File: src/rtl/rv_ctrl_pkg.sv
// rv_ctrl_pkg: shared encodings for the RV32I multi-cycle controller.
// Holds the RV32I opcodes, the controller state enum, the immediate-format
// selector and the ALU operation / operand-select / byte-enable codes, plus
// small lookup helpers for branch operations and store byte enables.
package rv_ctrl_pkg;

    // RV32I major opcodes (INSTR[6:0])
    localparam logic [6:0] OPC_LUI    = 7'b0110111;
    localparam logic [6:0] OPC_AUIPC  = 7'b0010111;
    localparam logic [6:0] OPC_JAL    = 7'b1101111;
    localparam logic [6:0] OPC_JALR   = 7'b1100111;
    localparam logic [6:0] OPC_BRANCH = 7'b1100011;
    localparam logic [6:0] OPC_LOAD   = 7'b0000011;
    localparam logic [6:0] OPC_STORE  = 7'b0100011;
    localparam logic [6:0] OPC_OPIMM  = 7'b0010011;
    localparam logic [6:0] OPC_OP     = 7'b0110011;
    localparam logic [6:0] OPC_FENCE  = 7'b0001111;
    localparam logic [6:0] OPC_SYSTEM = 7'b1110011;

    localparam logic [31:0] INSTR_EBREAK = 32'h0010_0073;

    typedef enum logic [2:0] {
        ST_IF  = 3'd0,
        ST_ID  = 3'd1,
        ST_EX  = 3'd2,
        ST_MEM = 3'd3,
        ST_WB  = 3'd4,
        ST_HLT = 3'd5
    } state_e;

    typedef enum logic [2:0] {
        IMM_NONE = 3'd0,
        IMM_I    = 3'd1,
        IMM_S    = 3'd2,
        IMM_B    = 3'd3,
        IMM_U    = 3'd4,
        IMM_J    = 3'd5
    } imm_type_e;

    // ALU operation codes
    localparam logic [3:0] OP_ADD  = 4'b0000;
    localparam logic [3:0] OP_BEQ  = 4'b1001;
    localparam logic [3:0] OP_BNE  = 4'b1010;
    localparam logic [3:0] OP_BLT  = 4'b1011;
    localparam logic [3:0] OP_BGE  = 4'b1100;
    localparam logic [3:0] OP_BLTU = 4'b1110;
    localparam logic [3:0] OP_BGEU = 4'b1111;

    // Operand and write-back selects
    localparam logic [1:0] A_RS1   = 2'd0;
    localparam logic [1:0] A_PC    = 2'd1;
    localparam logic [1:0] A_ZERO  = 2'd2;
    localparam logic       B_RS2   = 1'b0;
    localparam logic       B_IMM   = 1'b1;
    localparam logic [1:0] WB_ALU  = 2'd0;
    localparam logic [1:0] WB_LOAD = 2'd1;
    localparam logic [1:0] WB_PC4  = 2'd2;

    // Store byte enables
    localparam logic [3:0] BE_NONE = 4'b0000;
    localparam logic [3:0] BE_B    = 4'b0001;
    localparam logic [3:0] BE_H    = 4'b0011;
    localparam logic [3:0] BE_W    = 4'b1111;

    function automatic logic [3:0] branch_op(input logic [2:0] funct3);
        logic [3:0] op;
        case (funct3)
            3'b000:  op = OP_BEQ;
            3'b001:  op = OP_BNE;
            3'b100:  op = OP_BLT;
            3'b101:  op = OP_BGE;
            3'b110:  op = OP_BLTU;
            3'b111:  op = OP_BGEU;
            default: op = OP_ADD;
        endcase
        return op;
    endfunction

    function automatic logic [3:0] store_be(input logic [2:0] funct3);
        logic [3:0] be;
        case (funct3)
            3'b000:  be = BE_B;
            3'b001:  be = BE_H;
            3'b010:  be = BE_W;
            default: be = BE_NONE;
        endcase
        return be;
    endfunction

endpackage

File: src/rtl/rv_mc_ctrl_if.sv
// rv_mc_ctrl_if: instruction/data memory handshake bundle of the controller.
//   I_MEM_DI/I_MEM_VLD : fetched word and its valid flag (memory -> ctrl)
//   I_MEM_REQ          : fetch request (ctrl -> memory)
//   D_MEM_RDY          : data access complete (memory -> ctrl)
//   D_MEM_REQ/WEN/BE   : data request, active-low write enable, byte enables
// master = controller side, slave = memory side.
interface rv_mc_ctrl_if;
    logic [31:0] I_MEM_DI;
    logic        I_MEM_VLD;
    logic        I_MEM_REQ;
    logic        D_MEM_RDY;
    logic        D_MEM_REQ;
    logic        D_MEM_WEN;
    logic [3:0]  D_MEM_BE;

    modport master (
        input  I_MEM_DI, I_MEM_VLD, D_MEM_RDY,
        output I_MEM_REQ, D_MEM_REQ, D_MEM_WEN, D_MEM_BE
    );

    modport slave (
        output I_MEM_DI, I_MEM_VLD, D_MEM_RDY,
        input  I_MEM_REQ, D_MEM_REQ, D_MEM_WEN, D_MEM_BE
    );
endinterface

File: src/rtl/rv_imm_gen.sv
// rv_imm_gen: combinational RV32I immediate extraction.
//   instr_hi : INSTR[31:7] (the opcode is decoded by the caller)
//   imm_type : which format to extract (I/S/B/U/J, or none -> 0)
//   imm      : immediate sign-extended to XLEN
module rv_imm_gen
    import rv_ctrl_pkg::*;
#(
    parameter int XLEN = 32
) (
    input  logic [31:7]     instr_hi,
    input  imm_type_e       imm_type,
    output logic [XLEN-1:0] imm
);

    logic signed [31:0] imm32_s;

    // Assemble the 32-bit immediate for the selected format
    always_comb begin
        imm32_s = 32'sd0;
        case (imm_type)
            IMM_I:   imm32_s = {{20{instr_hi[31]}}, instr_hi[31:20]};
            IMM_S:   imm32_s = {{20{instr_hi[31]}}, instr_hi[31:25], instr_hi[11:7]};
            IMM_B:   imm32_s = {{19{instr_hi[31]}}, instr_hi[31], instr_hi[7],
                                instr_hi[30:25], instr_hi[11:8], 1'b0};
            IMM_U:   imm32_s = {instr_hi[31:12], 12'h000};
            IMM_J:   imm32_s = {{11{instr_hi[31]}}, instr_hi[31], instr_hi[19:12],
                                instr_hi[20], instr_hi[30:21], 1'b0};
            default: imm32_s = 32'sd0;
        endcase
    end

    // Signed cast widens with sign extension when XLEN > 32
    assign imm = XLEN'(imm32_s);

endmodule

File: src/rtl/rv_mc_ctrl.sv
// rv_mc_ctrl: multi-cycle IF/ID/EX/MEM/WB controller for an RV32I datapath.
//   CLK, RST          : clock, synchronous active-high reset
//   mem (master)      : instruction/data memory handshake
//   BR_TAKEN          : branch condition from the ALU, used in EX only
//   INSTR, IMM        : instruction register and its sign-extended immediate
//   RF_RA1/RA2/WA1/WE : register file addresses and write strobe
//   OP, A_SEL, B_SEL  : ALU operation and operand selects
//   WB_SEL, PC_SEL/WE : write-back select, next-PC select and PC strobe
//   Lfunct, HALT      : load funct3, sticky halt
//   NUM_INST/NUM_CYCLE: retired-instruction and active-cycle counters
// Outputs decode from the state register and INSTR. The two exceptions are
// PC_SEL in EX (follows BR_TAKEN) and the store PC_WE in MEM (follows
// D_MEM_RDY), which must act in the same cycle to meet the cycle counts.
module rv_mc_ctrl
    import rv_ctrl_pkg::*;
#(
    parameter int XLEN  = 32,
    parameter int CNT_W = 32
) (
    input  logic             CLK,
    input  logic             RST,
    rv_mc_ctrl_if.master     mem,
    input  logic             BR_TAKEN,
    output logic [31:0]      INSTR,
    output logic [XLEN-1:0]  IMM,
    output logic [4:0]       RF_RA1,
    output logic [4:0]       RF_RA2,
    output logic [4:0]       RF_WA1,
    output logic             RF_WE,
    output logic [3:0]       OP,
    output logic [1:0]       A_SEL,
    output logic             B_SEL,
    output logic [1:0]       WB_SEL,
    output logic             PC_SEL,
    output logic             PC_WE,
    output logic [2:0]       Lfunct,
    output logic             HALT,
    output logic [CNT_W-1:0] NUM_INST,
    output logic [CNT_W-1:0] NUM_CYCLE
);

    state_e           state_r, state_next_s;
    logic [31:0]      instr_r;
    logic [CNT_W-1:0] num_inst_r, num_cycle_r;

    logic [6:0] opcode_s;
    logic [2:0] funct3_s;
    logic [4:0] rd_s;
    imm_type_e  imm_type_s;
    logic       known_s, is_ebreak_s, is_load_s, is_store_s, is_branch_s, is_jump_s;
    logic [3:0] op_s, be_s;
    logic [1:0] a_sel_s, wb_sel_s;
    logic       b_sel_s;
    logic [4:0] ra1_s, ra2_s, wa1_s;
    logic [2:0] lfunct_s;
    logic       i_req_s, d_req_s, d_wen_s, rf_we_s, pc_we_s, pc_sel_s, halt_s;

    assign opcode_s    = instr_r[6:0];
    assign funct3_s    = instr_r[14:12];
    assign rd_s        = instr_r[11:7];
    assign is_ebreak_s = (instr_r == INSTR_EBREAK);

    // Instruction decode: class flags, ALU controls and register addresses
    always_comb begin
        known_s     = 1'b1;
        is_load_s   = 1'b0;
        is_store_s  = 1'b0;
        is_branch_s = 1'b0;
        is_jump_s   = 1'b0;
        imm_type_s  = IMM_NONE;
        op_s        = OP_ADD;
        a_sel_s     = A_RS1;
        b_sel_s     = B_RS2;
        wb_sel_s    = WB_ALU;
        ra1_s       = 5'd0;
        ra2_s       = 5'd0;
        wa1_s       = 5'd0;
        lfunct_s    = 3'd0;
        be_s        = BE_NONE;
        case (opcode_s)
            OPC_OP: begin
                op_s  = {instr_r[30], funct3_s};
                ra1_s = instr_r[19:15];
                ra2_s = instr_r[24:20];
                wa1_s = rd_s;
            end
            OPC_OPIMM: begin
                // bit 30 only distinguishes SRAI from SRLI; elsewhere it is immediate
                op_s       = {instr_r[30] & (funct3_s == 3'b101), funct3_s};
                b_sel_s    = B_IMM;
                imm_type_s = IMM_I;
                ra1_s      = instr_r[19:15];
                wa1_s      = rd_s;
            end
            OPC_LOAD: begin
                is_load_s  = 1'b1;
                b_sel_s    = B_IMM;
                imm_type_s = IMM_I;
                wb_sel_s   = WB_LOAD;
                ra1_s      = instr_r[19:15];
                wa1_s      = rd_s;
                lfunct_s   = funct3_s;
            end
            OPC_STORE: begin
                is_store_s = 1'b1;
                b_sel_s    = B_IMM;
                imm_type_s = IMM_S;
                ra1_s      = instr_r[19:15];
                ra2_s      = instr_r[24:20];
                be_s       = store_be(funct3_s);
            end
            OPC_BRANCH: begin
                is_branch_s = 1'b1;
                imm_type_s  = IMM_B;
                op_s        = branch_op(funct3_s);
                ra1_s       = instr_r[19:15];
                ra2_s       = instr_r[24:20];
            end
            OPC_JAL: begin
                is_jump_s  = 1'b1;
                a_sel_s    = A_PC;
                b_sel_s    = B_IMM;
                imm_type_s = IMM_J;
                wb_sel_s   = WB_PC4;
                wa1_s      = rd_s;
            end
            OPC_JALR: begin
                is_jump_s  = 1'b1;
                b_sel_s    = B_IMM;
                imm_type_s = IMM_I;
                wb_sel_s   = WB_PC4;
                ra1_s      = instr_r[19:15];
                wa1_s      = rd_s;
            end
            OPC_LUI: begin
                a_sel_s    = A_ZERO;
                b_sel_s    = B_IMM;
                imm_type_s = IMM_U;
                wa1_s      = rd_s;
            end
            OPC_AUIPC: begin
                a_sel_s    = A_PC;
                b_sel_s    = B_IMM;
                imm_type_s = IMM_U;
                wa1_s      = rd_s;
            end
            // FENCE and non-EBREAK SYSTEM retire as no-ops through WB with rd=0
            OPC_FENCE:  known_s = 1'b1;
            OPC_SYSTEM: known_s = 1'b1;
            default:    known_s = 1'b0;
        endcase
    end

    rv_imm_gen #(.XLEN(XLEN)) u_imm_gen (
        .instr_hi (instr_r[31:7]),
        .imm_type (imm_type_s),
        .imm      (IMM)
    );

    // Next-state and per-state strobes
    always_comb begin
        state_next_s = state_r;
        i_req_s      = 1'b0;
        d_req_s      = 1'b0;
        d_wen_s      = 1'b1;
        rf_we_s      = 1'b0;
        pc_we_s      = 1'b0;
        pc_sel_s     = 1'b0;
        halt_s       = 1'b0;
        case (state_r)
            ST_IF: begin
                i_req_s = 1'b1;
                if (mem.I_MEM_VLD) begin
                    state_next_s = ST_ID;
                end else begin
                    state_next_s = ST_IF;
                end
            end
            ST_ID: begin
                if (!known_s || is_ebreak_s) begin
                    state_next_s = ST_HLT;
                end else begin
                    state_next_s = ST_EX;
                end
            end
            ST_EX: begin
                if (is_branch_s) begin
                    pc_we_s      = 1'b1;
                    pc_sel_s     = BR_TAKEN;
                    state_next_s = ST_IF;
                end else if (is_load_s || is_store_s) begin
                    state_next_s = ST_MEM;
                end else begin
                    state_next_s = ST_WB;
                end
            end
            ST_MEM: begin
                d_req_s = 1'b1;
                d_wen_s = ~is_store_s;
                if (mem.D_MEM_RDY) begin
                    if (is_store_s) begin
                        pc_we_s      = 1'b1;
                        state_next_s = ST_IF;
                    end else begin
                        state_next_s = ST_WB;
                    end
                end else begin
                    state_next_s = ST_MEM;
                end
            end
            ST_WB: begin
                rf_we_s      = (rd_s != 5'd0);
                pc_we_s      = 1'b1;
                pc_sel_s     = is_jump_s;
                state_next_s = ST_IF;
            end
            ST_HLT: begin
                halt_s       = 1'b1;
                state_next_s = ST_HLT;
            end
            default: state_next_s = ST_IF;
        endcase
    end

    // State, instruction register and counters
    always_ff @(posedge CLK) begin
        if (RST) begin
            state_r     <= ST_IF;
            instr_r     <= 32'd0;
            num_inst_r  <= {CNT_W{1'b0}};
            num_cycle_r <= {CNT_W{1'b0}};
        end else begin
            state_r <= state_next_s;
            if (state_r == ST_IF && mem.I_MEM_VLD) begin
                instr_r <= mem.I_MEM_DI;
            end
            if (state_r != ST_HLT) begin
                num_cycle_r <= num_cycle_r + {{(CNT_W-1){1'b0}}, 1'b1};
            end
            num_inst_r <= num_inst_r + {{(CNT_W-1){1'b0}}, pc_we_s};
        end
    end

    assign mem.I_MEM_REQ = i_req_s;
    assign mem.D_MEM_REQ = d_req_s;
    assign mem.D_MEM_WEN = d_wen_s;
    assign mem.D_MEM_BE  = (state_r == ST_MEM) ? be_s : BE_NONE;

    assign INSTR     = instr_r;
    assign RF_RA1    = ra1_s;
    assign RF_RA2    = ra2_s;
    assign RF_WA1    = wa1_s;
    assign RF_WE     = rf_we_s;
    assign OP        = op_s;
    assign A_SEL     = a_sel_s;
    assign B_SEL     = b_sel_s;
    assign WB_SEL    = wb_sel_s;
    assign PC_SEL    = pc_sel_s;
    assign PC_WE     = pc_we_s;
    assign Lfunct    = lfunct_s;
    assign HALT      = halt_s;
    assign NUM_INST  = num_inst_r;
    assign NUM_CYCLE = num_cycle_r;

endmodule
File: src/flat_wrapper.sv
// flat-port wrapper written by rule: the top's interface ports become plain ports
module rv_mc_ctrl_flat import rv_ctrl_pkg::*;
#(
    parameter int XLEN  = 32,
    parameter int CNT_W = 32
)
  (CLK, RST, BR_TAKEN, INSTR, IMM, RF_RA1, RF_RA2, RF_WA1, RF_WE, OP, A_SEL, B_SEL, WB_SEL, PC_SEL, PC_WE, Lfunct, HALT, NUM_INST, NUM_CYCLE, mem_I_MEM_DI, mem_I_MEM_VLD, mem_D_MEM_RDY, mem_I_MEM_REQ, mem_D_MEM_REQ, mem_D_MEM_WEN, mem_D_MEM_BE);
  rv_mc_ctrl_if mem_i ();
  input  logic CLK;
  input  logic RST;
  input  logic BR_TAKEN;
  output logic [31:0] INSTR;
  output logic [XLEN-1:0] IMM;
  output logic [4:0] RF_RA1;
  output logic [4:0] RF_RA2;
  output logic [4:0] RF_WA1;
  output logic RF_WE;
  output logic [3:0] OP;
  output logic [1:0] A_SEL;
  output logic B_SEL;
  output logic [1:0] WB_SEL;
  output logic PC_SEL;
  output logic PC_WE;
  output logic [2:0] Lfunct;
  output logic HALT;
  output logic [CNT_W-1:0] NUM_INST;
  output logic [CNT_W-1:0] NUM_CYCLE;
  input wire logic [$bits(mem_i.I_MEM_DI)-1:0] mem_I_MEM_DI;
  input wire logic [$bits(mem_i.I_MEM_VLD)-1:0] mem_I_MEM_VLD;
  input wire logic [$bits(mem_i.D_MEM_RDY)-1:0] mem_D_MEM_RDY;
  output wire logic [$bits(mem_i.I_MEM_REQ)-1:0] mem_I_MEM_REQ;
  output wire logic [$bits(mem_i.D_MEM_REQ)-1:0] mem_D_MEM_REQ;
  output wire logic [$bits(mem_i.D_MEM_WEN)-1:0] mem_D_MEM_WEN;
  output wire logic [$bits(mem_i.D_MEM_BE)-1:0] mem_D_MEM_BE;
  assign mem_i.I_MEM_DI = mem_I_MEM_DI;
  assign mem_i.I_MEM_VLD = mem_I_MEM_VLD;
  assign mem_i.D_MEM_RDY = mem_D_MEM_RDY;
  assign mem_I_MEM_REQ = mem_i.I_MEM_REQ;
  assign mem_D_MEM_REQ = mem_i.D_MEM_REQ;
  assign mem_D_MEM_WEN = mem_i.D_MEM_WEN;
  assign mem_D_MEM_BE = mem_i.D_MEM_BE;
  rv_mc_ctrl #(.XLEN(XLEN), .CNT_W(CNT_W)) u_core (.CLK(CLK), .RST(RST), .mem(mem_i), .BR_TAKEN(BR_TAKEN), .INSTR(INSTR), .IMM(IMM), .RF_RA1(RF_RA1), .RF_RA2(RF_RA2), .RF_WA1(RF_WA1), .RF_WE(RF_WE), .OP(OP), .A_SEL(A_SEL), .B_SEL(B_SEL), .WB_SEL(WB_SEL), .PC_SEL(PC_SEL), .PC_WE(PC_WE), .Lfunct(Lfunct), .HALT(HALT), .NUM_INST(NUM_INST), .NUM_CYCLE(NUM_CYCLE));
endmodule
File: config.mk
export PLATFORM = sky130hd
export DESIGN_NAME = rv_mc_ctrl_flat
export DESIGN_NICKNAME = d
export VERILOG_FILES = /design/src/rtl/rv_ctrl_pkg.sv /design/src/rtl/rv_mc_ctrl_if.sv /design/src/rtl/rv_imm_gen.sv /design/src/rtl/rv_mc_ctrl.sv /design/src/flat_wrapper.sv
export SDC_FILE = /design/constraint.sdc
export NUM_CORES = 1
export LEC_CHECK = 0
export ABC_AREA = 1
export CAP_MARGIN = 25
export CORE_MARGIN = 1
export CORE_UTILIZATION = 35
export DETAILED_ROUTE_END_ITERATION = 10
export PLACE_DENSITY = 0.72
export SLEW_MARGIN = 20
export SYNTH_ARGS = -nofsm -noshare
export SYNTH_HDL_FRONTEND = slang
export SYNTH_SLANG_ARGS = --single-unit
File: constraint.sdc
create_clock -name CLK -period 2.4 [get_ports CLK]
set_clock_uncertainty 0.05 [all_clocks]
set_input_delay 0.48 -clock CLK [delete_from_list [all_inputs] [get_ports CLK]]
set_output_delay 0.48 -clock CLK [all_outputs]
set_load 0.05 [all_outputs]
==> results of run 1 <==
synth_stat cells (3+ instances only):
cell        n  area share (%)
ha_1        3            0.66
a31oi_1     3            0.33
nand3b_1   12             1.6
xor2_1     10             1.5
buf_2       7            0.61
o22ai_1     4            0.44
inv_1      96             6.3
nand4_1    10             1.1
nor2_1    137             9.0
nor3_1     21             1.8
nand3_1    42             3.7
o21ai_0    43             3.8
o21ai_2    10             1.5
nand2_1   254              17
a211oi_1    3            0.39
nor2_2      8            0.87
dfxtp_1    99              35
inv_2       8            0.52
a21oi_1    77             6.7
nand3_2     4            0.70
nand2_2     7            0.77
nor2_4     10             2.0
clkbuf_1   14            0.92
power groups by stage:
stage          clock, W  sequential (W)  combinational (W)
5_1_grt         0.00156         0.00180           0.000920
3_5_place_dp          0         0.00183           0.000832
2_1_floorplan         0         0.00203           0.000302
6_report        0.00146         0.00179           0.000868
3_3_place_gp          0         0.00183           0.000825
4_1_cts         0.00149         0.00179           0.000843
stage by stage:
step / utilization, % / instance area [µm²]
after floorplan: - / 5920
after detailed placement: 54.9 / 8740
after global routing: 59.0 / 9410
after global placement: 54.9 / 8740
after CTS: 57.4 / 9160
final: 59.0 / 9410
cell type report:
class	count	area share [%]
tap	216	2.87
sequential	99	21.3
multi-input combinational	678	38.5
inverter	105	4.39
timing repair buffer	243	29.8
clock buffer	9	2.39
antenna	1	0.0266
clock inverter	7	0.731
registers in the layout, summed over array words and instances, names as in the netlist:
signal	count
u_core.INSTR	32
u_core.NUM_CYCLE	32
u_core.NUM_INST	32
u_core.state_r	3
path summary, 6_finish.rpt:
kind,endpoint,start,cells past startpoint
max,IMM[0],u_core.INSTR[4],10
min,u_core.NUM_INST[29],u_core.NUM_INST[29],2
max reg2reg,u_core.NUM_INST[16],u_core.INSTR[2],17
min reg2reg,u_core.NUM_INST[29],u_core.NUM_INST[29],2
cells in the final DEF, fill, tap and decap left out, types with 5 or more instances in the layout:
| cell | netlist | layout |
|---|---|---|
| a21oi_1 | 77 | 74 |
| buf_12 | 0 | 48 |
| buf_4 | 2 | 51 |
| buf_6 | 1 | 9 |
| clkbuf_16 | 0 | 9 |
| clkdlybuf4s50_1 | 0 | 131 |
| dfxtp_1 | 99 | 91 |
| dfxtp_4 | 0 | 5 |
| inv_1 | 96 | 94 |
| inv_2 | 8 | 6 |
| nand2_1 | 254 | 242 |
| nand2_2 | 7 | 10 |
| nand2_4 | 0 | 8 |
| nand3_1 | 42 | 40 |
| nand3b_1 | 12 | 12 |
| nand4_1 | 10 | 10 |
| nor2_1 | 137 | 122 |
| nor2_2 | 8 | 15 |
| nor2_4 | 10 | 18 |
| nor3_1 | 21 | 19 |
| o21ai_0 | 43 | 36 |
| o21ai_1 | 2 | 6 |
| o21ai_2 | 10 | 5 |
| o21ai_4 | 1 | 10 |
| xor2_1 | 10 | 10 |
worst max-delay path: cells and delay by family, from the launching register on:
| family | cells | cell delay [ns] |
|---|---|---|
| flops | 1 | 0.36 |
| buf+inv | 3 | 0.34 |
| simple gates | 6 | 0.78 |
| compound gates | 1 | 0.11 |
timing repair:
action	4_1_cts	5_1_grt
cloned	2	0
hold buffers	0	0
setup buffers	3	4
pin swaps	3	9
gates resized for setup	18	53
setup endpoints to repair	32	55
per-layer routing:
layer | vias to the layer above | part of all wire (%) | global-route usage [%]
li1 | 3368 | - | -
met1 | 3079 | 41 | 29.1
met2 | 285 | 48 | 41.8
met3 | 51 | 7.9 | 5.21
met4 | 0 | 2.8 | 8.28
met5 | - | 0 | 0
kinds of logic after synthesis:
group / synth area share, %
compound gates: 14.6
simple gates: 39.2
fa+ha+maj: 0.656
flops: 34.6
buf+inv: 9.03
xor+xnor: 1.84
==> flow_summary.json, run 1 <==
{
  "cell_internal_pwr_w": 0.00274,
  "wirelength_mm": 20.6,
  "drv_slew": 0,
  "whs_ns": 0.448,
  "grt_pass1_vias": 6062,
  "ys_seq_area_share_pct": 34.6,
  "post_drt_wl_per_cell_um": 15.2,
  "first_pass_iters": 7,
  "grt_pass1_wl_mm": 31.3,
  "die_x_um": 130,
  "reg2reg_setup_slack_ns": 0.10,
  "crit_path_cell_trace": "inv_4 -> nand2_4 -> nor2_4 -> nand2_4 -> inv_4 -> nor2_4 -> nor2_4 -> nand2_2 -> o21ai_2 -> buf_12",
  "drt-initial-drc-count": 406,
  "p_leak_nw": 3.57,
  "grt_antenna_before_repair": 1,
  "endpoint_kind": "primary output",
  "viasPerCell": 4.99,
  "fill_cells": 1425,
  "arrival_ns": 1.94,
  "fin_crit_sh_pct": 103,
  "cp.required_ns": 1.87,
  "drcViolationCount": 0,
  "initial_core_util_pct": 35.9,
  "power.clock.fraction_pct": 35.4,
  "track_usage_pct": 24.0,
  "combPwrFrac_pct": 21.0,
  "drive_gt1_share_pct": 20.9,
  "fin_ws_ns": -0.0712,
  "setup_viol": 11,
  "io_buffers": 202,
  "synthArstFlopShare_pct": 0,
  "power_w": 0.00412,
  "seqPwrFrac_pct": 43.5,
  "via_count": 6783,
  "hold_viol_final": 0,
  "fmax_ghz": 0.405,
  "die_y_um": 130,
  "ys_seq_elements": 99,
  "cp_common_cell": "nor2_4",
  "rsz0062_at_grt": "true",
  "vdd.ir_drop.worst_mv": 0.331,
  "crit_path_max_fanout": 5,
  "coreArea_mm2": 0.0159,
  "syn_inst": 907,
  "ios": 203,
  "crit_path_start_kind": "flip-flop",
  "ant_nets": 0,
  "slew_headroom_pct": 57.2,
  "insertion_delay_ns": 0.36,
  "tritoncts": "yes",
  "hold_path_class": "reg2reg",
  "dpl.cell_count": 1332,
  "failed_checks": "negative setup slack",
  "grt_max_degree": 56,
  "max_cap_viol_count": 0,
  "status": "finished with violations",
  "synth_edf_count": 0,
  "htreeDepth": 3,
  "ys.flop_type": "dfxtp_1",
  "synth_warnings": 0,
  "setup_tns_ns": -0.465,
  "layoutNonFillerInstCount": 1358,
  "synth_area_mm2": 0.00572,
  "seq_area_mm2": 0.00200,
  "num_rows": 46,
  "fin_crit_ns": 2.47,
  "slowest_delay_ns": 0.36,
  "p_sw_w": 0.00138,
  "clockBufferDepth": 2,
  "cts.clk_slew.worst_paths_ns": 0.07,
  "multi_input_comb_area_mm2": 0.00362,
  "hpwl_mm": 15.6,
  "cts.sinks": 99,
  "syn-num-nets": 947,
  "pwr_density_cell_mw_per_mm2": 438,
  "area_growth_pct": 64.5,
  "worst_slew_pin_slew_ns": 0.642,
  "numCtsBuffers": 9,
  "overflow": 0,
  "place.gp.congestion": 0.928,
  "synth.avg_cell_area_um2": 6.31,
  "crit_slowest_cell": "dfxtp_4",
  "synth_cell_types": 43,
  "fin_nets": 1176,
  "clockRootBuffer": "clkbuf_16",
  "dieArea_mm2": 0.0169,
  "swShare_pct": 33.5,
  "dp_slack_ns": -0.313,
  "crit_type": "reg2out"
}
No activity file was read; power rests on OpenSTA's default activity.
==> run 2, diff against run 1 <==
--- a/config.mk
+++ b/config.mk
@@ -10,6 +10,7 @@
 export CORE_MARGIN = 1
 export CORE_UTILIZATION = 35
 export DETAILED_ROUTE_END_ITERATION = 10
+export GPL_TIMING_DRIVEN = 1
 export PLACE_DENSITY = 0.72
 export SLEW_MARGIN = 20
 export SYNTH_ARGS = -nofsm -noshare
==> results of run 2 <==
Final layout, timing and power as in run 1 (identical DEF).
